`src/rtl/regfile_wb_arbiter.sv`:
```
// Round-robin writeback arbiter for the single regfile write port, plus a pending-write scoreboard.
// Optional macro WB_BYPASS_EN adds same-cycle forwarding of the value being written.
module regfile_wb_arbiter #(
   parameter int NUM_SRC = 3,
   parameter int DATA_W  = 32,
   parameter int ADDR_W  = 5,
   localparam int ID_W   = $clog2(NUM_SRC)
) (
   input  logic                      i_clk,
   input  logic                      i_rst,
   input  logic [NUM_SRC-1:0]        i_req_valid,
   input  logic [NUM_SRC*ADDR_W-1:0] i_req_addr,
   input  logic [NUM_SRC*DATA_W-1:0] i_req_data,
   output logic [NUM_SRC-1:0]        o_req_ready,
   output logic [ADDR_W-1:0]         o_rd_addr,
   output logic [DATA_W-1:0]         o_rd_data,
   output logic [ID_W-1:0]           o_grant_id,
   input  logic                      i_issue_valid,
   input  logic [ADDR_W-1:0]         i_issue_rd,
   input  logic [ADDR_W-1:0]         i_rs1_addr,
   input  logic [ADDR_W-1:0]         i_rs2_addr,
   output logic                      o_rs1_busy,
   output logic                      o_rs2_busy
`ifdef WB_BYPASS_EN
   ,
   output logic                      o_fwd1_hit,
   output logic                      o_fwd2_hit,
   output logic [DATA_W-1:0]         o_fwd1_data,
   output logic [DATA_W-1:0]         o_fwd2_data
`endif
);

   localparam int NUM_REGS = 2 ** ADDR_W;

   logic [ADDR_W-1:0]   addr_arr [NUM_SRC];
   logic [DATA_W-1:0]   data_arr [NUM_SRC];

   logic [ID_W-1:0]     ptr_q, ptr_d;
   logic [ADDR_W-1:0]   rd_addr_q;
   logic [DATA_W-1:0]   rd_data_q;
   logic [ID_W-1:0]     grant_id_q;
   logic [NUM_REGS-1:0] sb_q, sb_d;

   logic                found;
   logic                xfer;
   logic [ID_W-1:0]     win;
   logic [ID_W:0]       scan_sum;
   logic [ID_W-1:0]     scan_idx;

   for (genvar k = 0; k < NUM_SRC; k++) begin : g_unpack
      assign addr_arr[k] = i_req_addr[k*ADDR_W +: ADDR_W];
      assign data_arr[k] = i_req_data[k*DATA_W +: DATA_W];
   end

   // Scan from the pointer, wrapping, and take the first valid source.
   always_comb begin
      // NOTE: every comb output gets a default first so no path leaves it unassigned (no latch).
      found       = 1'b0;
      win         = '0;
      scan_sum    = '0;
      scan_idx    = '0;
      o_req_ready = '0;
      for (int i = 0; i < NUM_SRC; i++) begin
         scan_sum = {1'b0, ptr_q} + (ID_W+1)'(i);
         if (scan_sum >= (ID_W+1)'(NUM_SRC)) begin
            scan_sum = scan_sum - (ID_W+1)'(NUM_SRC);
         end
         scan_idx = scan_sum[ID_W-1:0];
         if (!found && i_req_valid[scan_idx]) begin
            found = 1'b1;
            win   = scan_idx;
         end
      end
      xfer = found && !i_rst;
      if (xfer) begin
         o_req_ready[win] = 1'b1;
      end
      ptr_d = (win == ID_W'(NUM_SRC - 1)) ? '0 : win + ID_W'(1);
   end

   // Clear on landing write first, then set on issue, so a same-cycle set wins.
   always_comb begin
      sb_d = sb_q;
      if (rd_addr_q != '0) begin
         sb_d[rd_addr_q] = 1'b0;
      end
      if (i_issue_valid && (i_issue_rd != '0)) begin
         sb_d[i_issue_rd] = 1'b1;
      end
   end

   always_ff @(posedge i_clk) begin
      // NOTE: sequential state uses non-blocking assignments so every flop samples pre-edge values.
      if (i_rst) begin
         rd_addr_q  <= '0;
         rd_data_q  <= '0;
         grant_id_q <= '0;
         ptr_q      <= '0;
         // NOTE: the scoreboard is a flop vector, not a RAM, and must be cleared so stale busy bits never stall issue.
         sb_q       <= '0;
      end else begin
         sb_q <= sb_d;
         if (xfer) begin
            rd_addr_q  <= addr_arr[win];
            rd_data_q  <= data_arr[win];
            grant_id_q <= win;
            ptr_q      <= ptr_d;
         end else begin
            rd_addr_q  <= '0;
         end
      end
   end

   assign o_rd_addr  = rd_addr_q;
   assign o_rd_data  = rd_data_q;
   assign o_grant_id = grant_id_q;

`ifdef WB_BYPASS_EN
   assign o_fwd1_hit  = (rd_addr_q != '0) && (rd_addr_q == i_rs1_addr);
   assign o_fwd2_hit  = (rd_addr_q != '0) && (rd_addr_q == i_rs2_addr);
   assign o_fwd1_data = rd_data_q;
   assign o_fwd2_data = rd_data_q;
   assign o_rs1_busy  = (i_rs1_addr != '0) && sb_q[i_rs1_addr] && !o_fwd1_hit;
   assign o_rs2_busy  = (i_rs2_addr != '0) && sb_q[i_rs2_addr] && !o_fwd2_hit;
`else
   assign o_rs1_busy  = (i_rs1_addr != '0) && sb_q[i_rs1_addr];
   assign o_rs2_busy  = (i_rs2_addr != '0) && sb_q[i_rs2_addr];
`endif

endmodule

```
`config.mk`:
```
export PLATFORM = sky130hd
export DESIGN_NAME = regfile_wb_arbiter
export DESIGN_NICKNAME = d
export VERILOG_FILES = /design/src/rtl/regfile_wb_arbiter.sv
export SDC_FILE = /design/constraint.sdc
export NUM_CORES = 1
export LEC_CHECK = 0
export BUFFER_PORTS_ARGS = -buffer_cell sky130_fd_sc_hd__buf_2
export CAP_MARGIN = 20
export CORE_ASPECT_RATIO = 1.2
export CORE_MARGIN = 2
export CORE_UTILIZATION = 30
export CTS_BUF_LIST = sky130_fd_sc_hd__clkbuf_2
export CTS_CLUSTER_DIAMETER = 200
export DETAILED_ROUTE_END_ITERATION = 10
export GPL_TIMING_DRIVEN = 1
export PLACE_DENSITY_LB_ADDON = 0.12
export SKIP_CTS_REPAIR_TIMING = 1
export SLEW_MARGIN = 20
export SYNTH_ARGS = -nofsm -noshare
export SYNTH_HDL_FRONTEND = slang
export SYNTH_SLANG_ARGS = --single-unit
```
`constraint.sdc`:
```
create_clock -name i_clk -period 2.5 [get_ports i_clk]
set_input_delay 0.125 -clock i_clk [delete_from_list [all_inputs] [get_ports i_clk]]
set_output_delay 0.125 -clock i_clk [all_outputs]
set_load 0.05 [all_outputs]
```
==> reports/qor.log, run 1 <==
qor: power.power.total 6.470 mW
qor: place.detailedPlace.worstSlack 0.1821 ns
qor: setup_path.crit_path_end_kind output port
qor: route.drtPass1Iterations 5
qor: timing.final-hold-violation-count 0
qor: cts.clock_tree_from_tritoncts built
qor: power.power_density_cells 962.8 mW/mm²
qor: timing.final-setup-viol-count 3
qor: route.met3_wl 1.131 mm
qor: global_routing.number_of_antenna_violations_at_the_first_check_in_global_routing 1
qor: status.outcome finished with violations
qor: route.vias 4674
qor: layout.fin_util 51.21%
qor: route.finalWirelength 16.43 mm
qor: cts.clk_root_buffer_cell clkbuf_2
qor: global_routing.grt_first_pass_wirelength 20.75 mm
qor: route.detail_route.vias_per_cell 5.058
qor: floorplanning.floorplan.die_area 0.01429 mm²
qor: floorplanning.initial_utilization 30.51%
qor: setup_path.crit_path_cell_trace buf_4 > ha_4 > nand3b_1 > buf_6 > o31a_1 > nand2b_4 > buf_12 > inv_2 > buf_8
qor: power.switchingPower 3.140 mW
qor: synthesis.synth.yosys.seq_area_share 36.00%
qor: cts.clock_path_buffers 2
qor: cts.clock_sinks 72
qor: timing.rsz0062_at_grt yes
qor: timing.worst_slack -0.06680 ns
qor: timing.maxSlewHeadroom 47.53%
qor: timing.finalClockSkew 0.01982 ns
qor: setup_path.critPathMaxStageDelay 0.40 ns
qor: synthesis.ys.warnings.count 0
qor: global_routing.gr-total-overflow 0
qor: synthesis.synth.top_cell.area_share 36.00%
qor: status.failing_checks setup timing
qor: power.p_seq_share 25.7%
qor: synthesis.synth_area_per_cell 9.058 µm²
qor: synthesis.yosys.cell_types.count 43
qor: timing.timing.fmax 389.6 MHz
qor: route.drt.antenna.violating_nets 0
qor: layout.count_of_filler_cells_inserted_in_the_layout 1210
qor: setup_path.start_kind flop
qor: global_routing.grt_start_max_net_pins 37
qor: floorplanning.chipWidth 109.5 µm
qor: route.first_iter_violations 219
qor: setup_path.reg2reg_from ptr_q[1]
qor: floorplanning.floorplan.die.height 130.6 µm
qor: power.share_clk_of_total_power 8.1%
qor: synthesis.synth_top_area_cell dfxtp_1
qor: timing.tns -0.1929 ns
qor: cts.htreeDepth 3
qor: power.share_comb_of_total_power 66.2%
qor: floorplanning.fp.coreArea 0.01312 mm²
qor: setup_path.worst-setup-path-type flop to output port
qor: timing.hold_slack 0.06051 ns
qor: power.sw_frac_of_total 48.53%
qor: layout.final_nets 887
qor: layout.multi_input_area 0.002386 mm²
qor: power.vdd.ir_drop.worst 666.6 µV
qor: power.leakagePower 2.941 nW
qor: synthesis.post_synth_instance_area 0.004004 mm²
qor: timing.period_needed 2.567 ns
qor: synthesis.mappedNetlistNets 578
qor: cts.clk-insertion-delay-late 0.51 ns
qor: synthesis.synthesis.instances 442
qor: route.wl_met1 6.103 mm
qor: global_routing.vias_in_the_first_global_route 3953
qor: worst_hold_path.hold_path_origin i_issue_rd[0]
qor: cts.tritoncts.num_buffers 9
qor: global_routing.gr-usage-all-layers 18.99%
qor: layout.finish.cell_count_without_fillers 924
qor: timing.max_slew.worst_pin.slew 0.7841 ns
qor: layout.post-route-cell-area 0.006720 mm²
qor: setup_path.crit_path_max_fanout 6
qor: route.wl_per_cell 17.78 µm
qor: setup_path.cp_data_arrival_time 2.44 ns
qor: synthesis.synth.ff_latch_count 72
qor: power.internal_power 3.331 mW
qor: worst_hold_path.worst_min_delay_path_category input pin to flop
qor: timing.timing.final.crit_share 102.7%
qor: setup_path.required 2.38 ns
qor: route.top_layer_used met4
qor: route.final_routed_drc_violation_total 0
qor: place.dpl.hpwl 10.24 mm
qor: place.placement.io_buffers 175
qor: place.postPlaceCellArea 0.005090 mm²
qor: place.globalplace.congestion 0.8211
qor: place.placed_cells_incl_taps 770
qor: setup_path.critPathSlowestCell dfxtp_4
qor: route.met2WireLength 8.750 mm
qor: layout.register_area 0.001453 mm²
qor: layout.area_delta_synth_final 67.84%
qor: setup_path.cp-startpoint ptr_q[1]
qor: run.max_cap_violations 0
qor: cts.worst_setup_hold_path_clk_slew 0.21 ns
qor: layout.drive_above_1_share 36.03%
qor: floorplanning.number_of_primary_i_o_pins 176
qor: timing.maxSlewViolCount 0
qor: floorplanning.floorplan.rows 46
qor: setup_path.critical_path.top_delay_family buffers and inverters
qor: setup_path.cp.buffers_inverters 5
qor: synthesis.post_synth_main_area_contributors dfxtp_1, mux4_2, mux2i_1
-- layer usage --
metal	vias to the layer above	track usage (%)
li1	2222	-
met1	2200	22.06
met2	215	33.95
met3	37	4.861
met4	0	6.031
met5	-	0
-- kinds of logic after synthesis --
family | count (synthesis) | synth area share, %
mux | 62 | 21.25
buf+inv | 64 | 7.593
simple gates | 115 | 13.53
fa+ha+maj | 4 | 1.250
compound gates | 125 | 20.38
flops | 72 | 36.00
-- synth_stat cells, drive strengths merged --
library cell and count:
a21o 1, a21oi 40, a22oi 1, a31oi 1
and2b 1, and3 2, and3b 3, buf 14
clkbuf 12, dfxtp 72, ha 4, inv 38
mux2 4, mux2i 40, mux4 18, nand2 74
nand2b 4, nand3 1, nand3b 6, nor2 9
nor2b 3, nor3 2, nor3b 5, nor4 1
o21a 1, o21ai 43, o21ba 1, o221ai 33
o22ai 1, o311ai 1, o31a 2, or2 1
or3 1, or3b 2
-- registers in the layout, summed over array words and instances (netlist names) --
name and cells:
o_rd_addr 5, ptr_q 2, o_grant_id 2, o_rd_data 32, sb_q 31
-- worst min-delay path, stage by stage --
cell	delay, ns
buf_2	0.10
nor3b_1	0.05
buf_4	0.17
nand2_1	0.06
a21oi_1	0.05
-- power groups by stage --
stage	logic [mW]	registers (mW)	clock network (mW)
floorplan	1.66	2.42	0
global placement	3.36	1.66	0
detailed placement	3.40	1.65	0
CTS	3.40	1.63	0.549
global route	4.51	1.69	0.596
finish	4.29	1.66	0.524
-- cell usage in the layout (no fill, tap or decap), types with 18 or more instances in the layout --
cell,n
dfxtp_1,67
o221ai_1,29
o21ai_0,24
a21oi_1,40
buf_2,170
dlygate4sd3_1,113
buf_4,26
inv_1,36
mux4_2,18
mux2i_1,38
nand2_1,74
-- path summary, 6_finish.rpt --
check / endpoint / slack (ns) / cells after the start
worst min-delay path: sb_q[24] / 0.06 / 5
worst min register to register: o_grant_id[0] / 0.47 / 2
worst max register to register: o_rd_data[26] / 0.23 / 9
worst max-delay path: o_req_ready[2] / -0.07 / 9
-- layout make-up --
cell class / count / share of cell area, %
sequential: 72 / 21.62
timing repair buffer: 324 / 36.47
antenna: 1 / 0.03724
clock inverter: 6 / 0.4096
multi-input combinational: 306 / 35.51
inverter: 38 / 2.160
tap: 168 / 3.128
clock buffer: 9 / 0.6703
Note: power is estimated with default switching activity, not from simulation.
==> inputs of run 2 (changes only) <==
--- a/config.mk
+++ b/config.mk
@@ -5,8 +5,11 @@
 export SDC_FILE = /design/constraint.sdc
 export NUM_CORES = 1
 export LEC_CHECK = 0
+export ABC_AREA = 1
 export BUFFER_PORTS_ARGS = -buffer_cell sky130_fd_sc_hd__buf_2
 export CAP_MARGIN = 20
+export CELL_PAD_IN_SITES_DETAIL_PLACEMENT = 0
+export CELL_PAD_IN_SITES_GLOBAL_PLACEMENT = 1
 export CORE_ASPECT_RATIO = 1.2
 export CORE_MARGIN = 2
 export CORE_UTILIZATION = 30
==> run 2 against run 1 <==
The run ends with hold timing, setup timing left. Synthesized cell count is 83% higher. Core utilization down 5.8 points. Design area up 13%. Setup slack better by 0.020 ns. Die area up 26%. Via count rose by 29%. Worst hold slack lost 0.072 ns. Non-clock buffer count decreased by 18. Clock-buffer cell count unchanged. Sequential power is 7% higher. Global-route usage increased by 0.62 points. First-iteration DRC count decreased by 2.7%. Critical path type unchanged. Largest power group unchanged. Highest routed layer unchanged.
==> reports/qor.log, run 2 <==
qor: route.drt.antenna.violating_nets 0 [unchanged]
qor: power.share_clk_of_total_power 7.7% [-0.4 points]
qor: timing.worst_slack -0.04643 ns [+0.02037 ns]
qor: timing.max_slew.worst_pin.slew 0.6217 ns [-0.1624 ns]
qor: route.first_iter_violations 213 [-2.7%]
qor: setup_path.required 2.38 ns [about the same]
qor: global_routing.vias_in_the_first_global_route 5421 [+37%]
qor: worst_hold_path.worst_min_delay_path_category input pin to flop
qor: synthesis.synthesis.instances 809 [+83%]
qor: timing.period_needed 2.546 ns [-0.02037 ns]
qor: cts.clk_root_buffer_cell clkbuf_2
qor: synthesis.synth_area_per_cell 6.290 µm² [-31%]
qor: route.detail_route.vias_per_cell 4.594 [-9.2%]
qor: synthesis.synth.top_cell.area_share 28.72% [-7.3 points]
qor: floorplanning.fp.coreArea 0.01672 mm² [+27%]
qor: synthesis.ys.warnings.count 0 [unchanged]
qor: synthesis.synth.yosys.seq_area_share 28.72% [-7.3 points]
qor: floorplanning.floorplan.rows 52 [+13%]
qor: synthesis.combinational_family_with_the_most_area_after_synthesis simple AND/OR/NAND/NOR gates
qor: route.vias 6013 [+29%]
qor: timing.final-setup-viol-count 3 [unchanged]
qor: timing.final-hold-violation-count 2 [+2]
qor: setup_path.cp_data_arrival_time 2.42 ns [-0.02 ns]
qor: floorplanning.chipWidth 122.9 µm [+12%]
qor: place.placement.io_buffers 175 [unchanged]
qor: cts.clock_tree_from_tritoncts built
qor: setup_path.crit_path_cell_trace inv_4 > ha_4 > inv_6 > nand3_4 > nand2_4 > nor2_4 > nand3_4 > inv_4 > nand2_4 > nand2_8 > nor2_4 > nand2_2 > inv_2 > buf_6
qor: cts.worst_setup_hold_path_clk_slew 0.26 ns [+0.05 ns]
qor: global_routing.grt_start_max_net_pins 39 [+5.4%]
qor: synthesis.mappedNetlistNets 945 [+63%]
qor: power.switchingPower 4.749 mW [+51%]
qor: power.leakagePower 3.886 nW [+32%]
qor: cts.clk-insertion-delay-late 0.54 ns [+0.03 ns]
qor: status.outcome finished with violations
qor: floorplanning.number_of_primary_i_o_pins 176 [unchanged]
qor: synthesis.synth_top_area_cell dfxtp_1
qor: status.failing_checks hold timing, setup timing
qor: synthesis.yosys.cell_count.top_type nand2_1
qor: layout.count_of_filler_cells_inserted_in_the_layout 1736 [+43%]
qor: setup_path.regToRegEndpoint o_rd_addr[2]
qor: layout.leading_cell_types_in_the_layout_fill_and_taps_excluded nand2_1, buf_2, inv_1, dlygate4sd3_1, nand3_1
qor: route.drtPass1Iterations 5 [unchanged]
qor: floorplanning.floorplan.die_area 0.01802 mm² [+26%]
qor: setup_path.critPathSlowestCell dfxtp_4
qor: setup_path.crit_path_max_fanout 5 [-1]
qor: worst_hold_path.hold_path_depth 7 [+2]
qor: synthesis.muxShareOfSynthArea 0% [-21 points]
qor: setup_path.critical_path.top_delay_family simple AND/OR/NAND/NOR gates
qor: synthesis.netlist_top_cells_count nand2_1, inv_1, nand3_1
qor: timing.timing.final.crit_share 101.9% [-0.81 points]
qor: cts.clock_sinks 73 [+1.4%]
qor: floorplanning.floorplan.die.height 146.7 µm [+12%]
qor: cts.tritoncts.num_buffers 9 [unchanged]
qor: timing.finalClockSkew 0.03177 ns [+0.01196 ns]
qor: global_routing.number_of_antenna_violations_at_the_first_check_in_global_routing 0 [-1]
qor: synthesis.synthAdderAreaFrac 0.9835% [-0.27 points]
qor: synthesis.ys.flop_type dfxtp_1
qor: cts.htreeDepth 3 [unchanged]
qor: layout.most_common_library_cell_in_the_layout_ignoring_fill_and_taps nand2_1
qor: place.detailedPlace.worstSlack 0.1857 ns [+0.003549 ns]
qor: synthesis.edff_count_synth 0 [unchanged]
qor: synthesis.yosys.cell_types.count 31 [-28%]
qor: synthesis.synth_xor_xnor_area_share 0% [unchanged]
qor: timing.maxSlewHeadroom 58.23% [+11 points]
qor: setup_path.crit_cells 14 [+5]
qor: power.vdd.ir_drop.worst 568.5 µV [-15%]
qor: route.final_routed_drc_violation_total 0 [unchanged]
qor: synthesis.synth_async_sr_flop_share 0% [unchanged]
qor: worst_hold_path.worst_hold_path.endpoint o_rd_data[17]
qor: route.finalWirelength 18.81 mm [+15%]
qor: layout.final_nets 1224 [+38%]
qor: setup_path.critPathMaxStageDelay 0.44 ns [+0.04 ns]
qor: power.p_seq_share 21.0% [-4.7 points]
qor: power.sw_frac_of_total 56.43% [+7.9 points]
qor: power.share_comb_of_total_power 71.3% [+5.1 points]
qor: setup_path.worst-setup-path-type flop to output port
qor: setup_path.setup.reg_to_reg.worst_slack 0.13 ns [-0.10 ns]
qor: route.wl_per_cell 14.37 µm [-19%]
qor: setup_path.start_kind flop
qor: synthesis.post_synth_and_or_nand_nor_area_fraction 39.88% [+26 points]
qor: timing.maxSlewViolCount 0 [unchanged]
qor: layout.insertedDiodeCount 0 [-1]
qor: timing.timing.fmax 392.7 MHz [+0.80%]
qor: place.dpl.hpwl 13.06 mm [+28%]
qor: run.max_cap_violations 0 [unchanged]
qor: place.globalplace.congestion 0.8165 [-0.56%]
qor: timing.rsz0062_at_grt yes
qor: synthesis.post_synth_instance_area 0.005089 mm² [+27%]
qor: worst_hold_path.hold_path_origin i_req_data[49]
qor: power.internal_power 3.667 mW [+10%]
qor: global_routing.gr-usage-all-layers 19.61% [+0.62 points]
qor: global_routing.gr-total-overflow 0 [unchanged]
qor: layout.area_delta_synth_final 49.18%
qor: synthesis.synth_compound_gate_area_share 14.46% [-5.9 points]
qor: power.power_density_cells 1109 mW/mm² [+15%]
qor: layout.drive_above_1_share 27.36% [-8.7 points]
qor: setup_path.reg2reg_from ptr_q[1]
qor: synthesis.post_synth_main_area_contributors dfxtp_1, nand2_1, inv_1
qor: cts.clock_path_buffers 2 [unchanged]
qor: synthesis.synth.ff_latch_count 73 [+1.4%]
qor: setup_path.crit_path_end_kind output port
qor: setup_path.cp.buffers_inverters 5 [unchanged]
qor: timing.hold_slack -0.01150 ns [-0.07201 ns]
qor: setup_path.rr_worst_depth 13 [+4]
qor: global_routing.grt_first_pass_wirelength 27.76 mm [+34%]
qor: floorplanning.initial_utilization 30.43% [-0.079 points]
## run 2: changes by cell type in the layout (fill, tap and decap cells not counted), sizes merged, moves of 18 or more
cell	delta
o221ai	-33
o21ai	+25
mux2i	-40
nand3	+125
nand2	+173
mux4	-18
inv	+117
## run 2: cell families after synthesis
group,count (synthesis)
buffers and inverters,192
and+or+nand+nor,405
DFF,73
adders and majority gates,4
AOI/OAI and AO/OA,135
## run 2: layout make-up
class | count | area [µm²] | area share [%]
multi-input combinational | 545 | 2948 | 38.83
timing repair buffer | 306 | 2211 | 29.12
sequential | 73 | 1469 | 19.35
inverter | 153 | 588.1 | 7.747
tap | 216 | 270.3 | 3.560
clock inverter | 7 | 60.06 | 0.7912
clock buffer | 9 | 45.04 | 0.5934
## run 2: power groups by stage
stage / Clock, mW / Combinational (mW) / Sequential, mW
floorplan: 0 / 3.10 / 2.83
global placement: 0 / 5.35 / 1.77
detailed placement: 0 / 5.35 / 1.77
CTS: 0.680 / 5.37 / 1.75
global route: 0.730 / 6.52 / 1.81
finish: 0.652 / 6.00 / 1.77
## run 2: worst max path at each step
stage / from / end / slack, ns
floorplan: ptr_q[0] / o_req_ready[0] / 0.36
global placement: ptr_q[0] / o_req_ready[1] / 0.22
detailed placement: ptr_q[0] / o_req_ready[1] / 0.19
CTS: ptr_q[0] / o_req_ready[1] / -0.50
global route: ptr_q[0] / o_req_ready[2] / -0.22
finish: ptr_q[0] / o_req_ready[1] / -0.05
## run 2: worst register-to-register path, cell delays in order, from the launching register on
cell and delay (ns):
dfxtp_4 0.42, inv_1 0.11, ha_4 0.20, inv_2 0.05, nand2_1 0.10, nand3_4 0.09, nand2_4 0.15, buf_4 0.14
nand4_4 0.14, nand2_4 0.15, nand2_1 0.06, o21ai_0 0.06, dlygate4sd3_1 0.56, o21ai_1 0.06
## run 2: per-layer routing
| metal | share of wire, % | vias to the layer above | track usage, % | wire [µm] |
|---|---|---|---|---|
| li1 | - | 3116 | - | - |
| met1 | 42 | 2723 | 23.94 | 7847 |
| met2 | 51 | 162 | 33.54 | 9617 |
| met3 | 6.0 | 12 | 5.703 | 1138 |
| met4 | 1.1 | 0 | 4.655 | 208 |
| met5 | 0 | - | 0 | 0 |
## run 2: per-stage QoR
| step | TNS (ns) | utilization, % | power, mW | instances | cell area, µm² |
|---|---|---|---|---|---|
| floorplan | 0 | - | 5.926 | 809 | 5089 |
| global placement | 0 | 36.85 | 7.123 | 1176 | 6161 |
| detailed placement | 0 | 36.85 | 7.124 | 1176 | 6161 |
| CTS | -1.399 | 37.47 | 7.798 | 1192 | 6266 |
| global route | -0.6111 | 45.40 | 9.058 | 1309 | 7591 |
| finish | -0.1162 | 45.40 | 8.416 | 1309 | 7591 |
==> inputs of run 3 (changes only) <==
--- a/config.mk
+++ b/config.mk
@@ -14,10 +14,9 @@
 export CORE_MARGIN = 2
 export CORE_UTILIZATION = 30
 export CTS_BUF_LIST = sky130_fd_sc_hd__clkbuf_2
-export CTS_CLUSTER_DIAMETER = 200
 export DETAILED_ROUTE_END_ITERATION = 10
 export GPL_TIMING_DRIVEN = 1
-export PLACE_DENSITY_LB_ADDON = 0.12
+export PLACE_DENSITY = 0.8
 export SKIP_CTS_REPAIR_TIMING = 1
 export SLEW_MARGIN = 20
 export SYNTH_ARGS = -nofsm -noshare
==> run 3 against run 2 <==
Die area is the same. Largest power group unchanged. Global-route usage shrank 1.3 points. Largest cell class unchanged. The run still ends with hold timing, setup timing left. Register-to-register slack gained 0.07 ns.
==> reports/qor.log, run 3 (synthesized netlist as in run 2, its figures left out) <==
qor: status.outcome finished with violations
qor: status.failing_checks hold timing, setup timing
qor: route.final_routed_drc_violation_total 0 [unchanged]
qor: setup_path.crit_path_max_fanout 5 [unchanged]
qor: layout.area_delta_synth_final 44.75%
qor: power.share_comb_of_total_power 69.8% [-1.5 points]
qor: power.power.total 8.380 mW [-0.42%]
qor: timing.maxSlewHeadroom 63.25% [+5.0 points]
qor: setup_path.worst-setup-path-type flop to output port
qor: route.drtPass1Iterations 5 [unchanged]
qor: route.first_iter_violations 229 [+7.5%]
qor: cts.clk-insertion-delay-late 0.53 ns [about the same]
qor: timing.timing.final.crit_share 100.1% [-1.7 points]
qor: power.leakagePower 3.808 nW [-2.0%]
qor: power.switchingPower 4.679 mW [-1.5%]
qor: layout.most_common_library_cell_in_the_layout_ignoring_fill_and_taps nand2_1
qor: cts.htreeDepth 3 [unchanged]
qor: place.globalplace.congestion 0.8575 [+5.0%]
qor: layout.drive_above_1_share 28.04% [+0.68 points]
qor: run.max_cap_violations 0 [unchanged]
qor: cts.clk_root_buffer_cell clkbuf_2
qor: power.vdd.ir_drop.worst 521.0 µV [-8.4%]
qor: timing.timing.fmax 399.5 MHz [+1.7%]
qor: floorplanning.fp.coreArea 0.01672 mm² [unchanged]
qor: route.wl_per_cell 13.85 µm [-3.6%]
qor: timing.final-setup-viol-count 1 [-2]
qor: timing.maxSlewViolCount 0 [unchanged]
qor: route.finalWirelength 17.83 mm [-5.2%]
qor: layout.finish.cell_count_without_fillers 1287 [-1.7%]
qor: route.vias 5886 [-2.1%]
qor: timing.final-hold-violation-count 1 [-1]
qor: timing.max_slew.worst_pin.slew 0.5470 ns [-0.07471 ns]
qor: layout.final_nets 1201 [-1.9%]
qor: route.drt.antenna.violating_nets 0 [unchanged]
qor: global_routing.gr-usage-all-layers 18.33% [-1.3 points]
qor: cts.clock_tree_from_tritoncts built
qor: cts.tritoncts.num_buffers 9 [unchanged]
qor: floorplanning.initial_utilization 30.43% [unchanged]
qor: setup_path.cp_data_arrival_time 2.38 ns [-0.04 ns]
qor: floorplanning.floorplan.die_area 0.01802 mm² [unchanged]
qor: setup_path.start_kind flop
qor: floorplanning.floorplan.rows 52 [unchanged]
qor: place.placement.io_buffers 175 [unchanged]
qor: setup_path.crit_path_end_kind output port
qor: setup_path.critPathSlowestCell dfxtp_2
qor: worst_hold_path.worst_min_delay_path_category input pin to flop
qor: global_routing.grt_start_max_net_pins 35 [-10%]
qor: power.internal_power 3.701 mW [+0.93%]
qor: setup_path.critPathMaxStageDelay 0.40 ns [-0.04 ns]
qor: timing.worst_slack -0.003211 ns [+0.04322 ns]
qor: cts.clock_path_buffers 2 [unchanged]
qor: power.p_seq_share 20.8% [-0.2 points]
qor: global_routing.gr-total-overflow 0 [unchanged]
qor: layout.leading_cell_types_in_the_layout_fill_and_taps_excluded nand2_1, buf_2, inv_1, nand3_1, dlygate4sd3_1
qor: floorplanning.floorplan.die.height 146.7 µm [unchanged]
qor: timing.hold_slack -0.001516 ns [+0.009984 ns]
qor: floorplanning.chipWidth 122.9 µm [unchanged]
qor: floorplanning.number_of_primary_i_o_pins 176 [unchanged]
qor: global_routing.number_of_antenna_violations_at_the_first_check_in_global_routing 1 [+1]
qor: global_routing.vias_in_the_first_global_route 5189 [-4.3%]
qor: layout.fin_util 44.05% [-1.3 points]
qor: cts.worst_setup_hold_path_clk_slew 0.26 ns [about the same]
qor: setup_path.crit_path_cell_trace inv_2 > ha_4 > inv_6 > nand3_4 > nand2_4 > nor2_4 > nand3_4 > inv_4 > nand2_4 > nand2_4 > nor2_4 > nand2_2 > inv_2 > buf_8
qor: place.dpl.hpwl 12.70 mm [-2.7%]
qor: timing.rsz0062_at_grt yes
qor: worst_hold_path.hold_path_depth 7 [unchanged]
qor: setup_path.required 2.38 ns [about the same]
qor: global_routing.grt_first_pass_wirelength 25.89 mm [-6.7%]
qor: power.sw_frac_of_total 55.83% [-0.59 points]
qor: timing.period_needed 2.503 ns [-0.04322 ns]
qor: setup_path.rr_worst_depth 16 [+3]
qor: setup_path.cell_repeated_most_along_the_worst_path nand2_4
qor: route.detail_route.vias_per_cell 4.573 [-0.44%]
qor: place.placed_cells_incl_taps 1177 [+0.085%]
qor: power.power_density_cells 1138 mW/mm² [+2.6%]
qor: timing.finalClockSkew 0.05502 ns [+0.02325 ns]
qor: power.share_clk_of_total_power 9.4% [+1.7 points]
qor: cts.clock_sinks 73 [unchanged]
## run 3: changes by cell type in the layout (fill, tap and decap cells not counted), moves of 2 or more
cell / change
clkinvlp_4: -3
inv_2: +3
inv_6: -2
buf_12: -4
dlygate4sd3_1: -22
clkinv_2: +2
bufinv_16: +2
## run 3: stage by stage
| step | area (µm²) | TNS (ns) | worst slack (ns) |
|---|---|---|---|
| 2_1_floorplan | 5089 | 0 | 0.3556 |
| 3_3_place_gp | 6131 | 0 | 0.2380 |
| 3_5_place_dp | 6131 | 0 | 0.2233 |
| 4_1_cts | 6269 | -1.298 | -0.4562 |
| 5_1_grt | 7366 | -0.3640 | -0.1303 |
| 6_report | 7366 | -0.003211 | -0.003211 |
## run 3: worst paths after layout
check                              startpoint             end  slack (ns)
worst min register to register        sb_q[0]         sb_q[0]        0.45
worst min-delay path            i_req_data[5]    o_rd_data[5]      -0.002
worst max register to register       ptr_q[0]    o_rd_data[7]        0.20
worst max-delay path                 ptr_q[0]  o_req_ready[1]      -0.003
## run 3: cell type report
cell class | instances | area [µm²]
inverters | 153 | 584.3
repair buffers | 282 | 1933
clock buffers | 9 | 45.04
multi-input cells | 546 | 2972
diodes | 1 | 2.502
fillers | 1761 | 9355
clock inverters | 7 | 92.59
flip-flops and latches | 73 | 1466
well taps | 216 | 270.3
## run 3: routing by layer
metal  vias up  GRT usage, %  share of wire [%]
met2       198         31.80                 51
li1       3074             -                  -
met5         -             0                  0
met3        11         5.664                7.5
met4         0         4.713                1.1
met1      2603         21.65                 40
## run 3: power groups by stage
stage                     Combinational [mW]  Clock, mW  Sequential (mW)
final                                   5.85      0.786             1.75
after global routing                    6.36      0.865             1.79
after CTS                               5.21      0.825             1.74
after detailed placement                5.20          0             1.76
after global placement                  5.18          0             1.76
after floorplan                         3.10          0             2.83
## run 3: worst max-delay path, delay by kind of cell (launching register included)
| kind | cells | cell delay [ns] |
|---|---|---|
| AND/OR/NAND/NOR | 8 | 0.73 |
| buffers and inverters | 5 | 0.40 |
| adder cells (fa/ha/maj) | 1 | 0.31 |
| flip-flops | 1 | 0.40 |
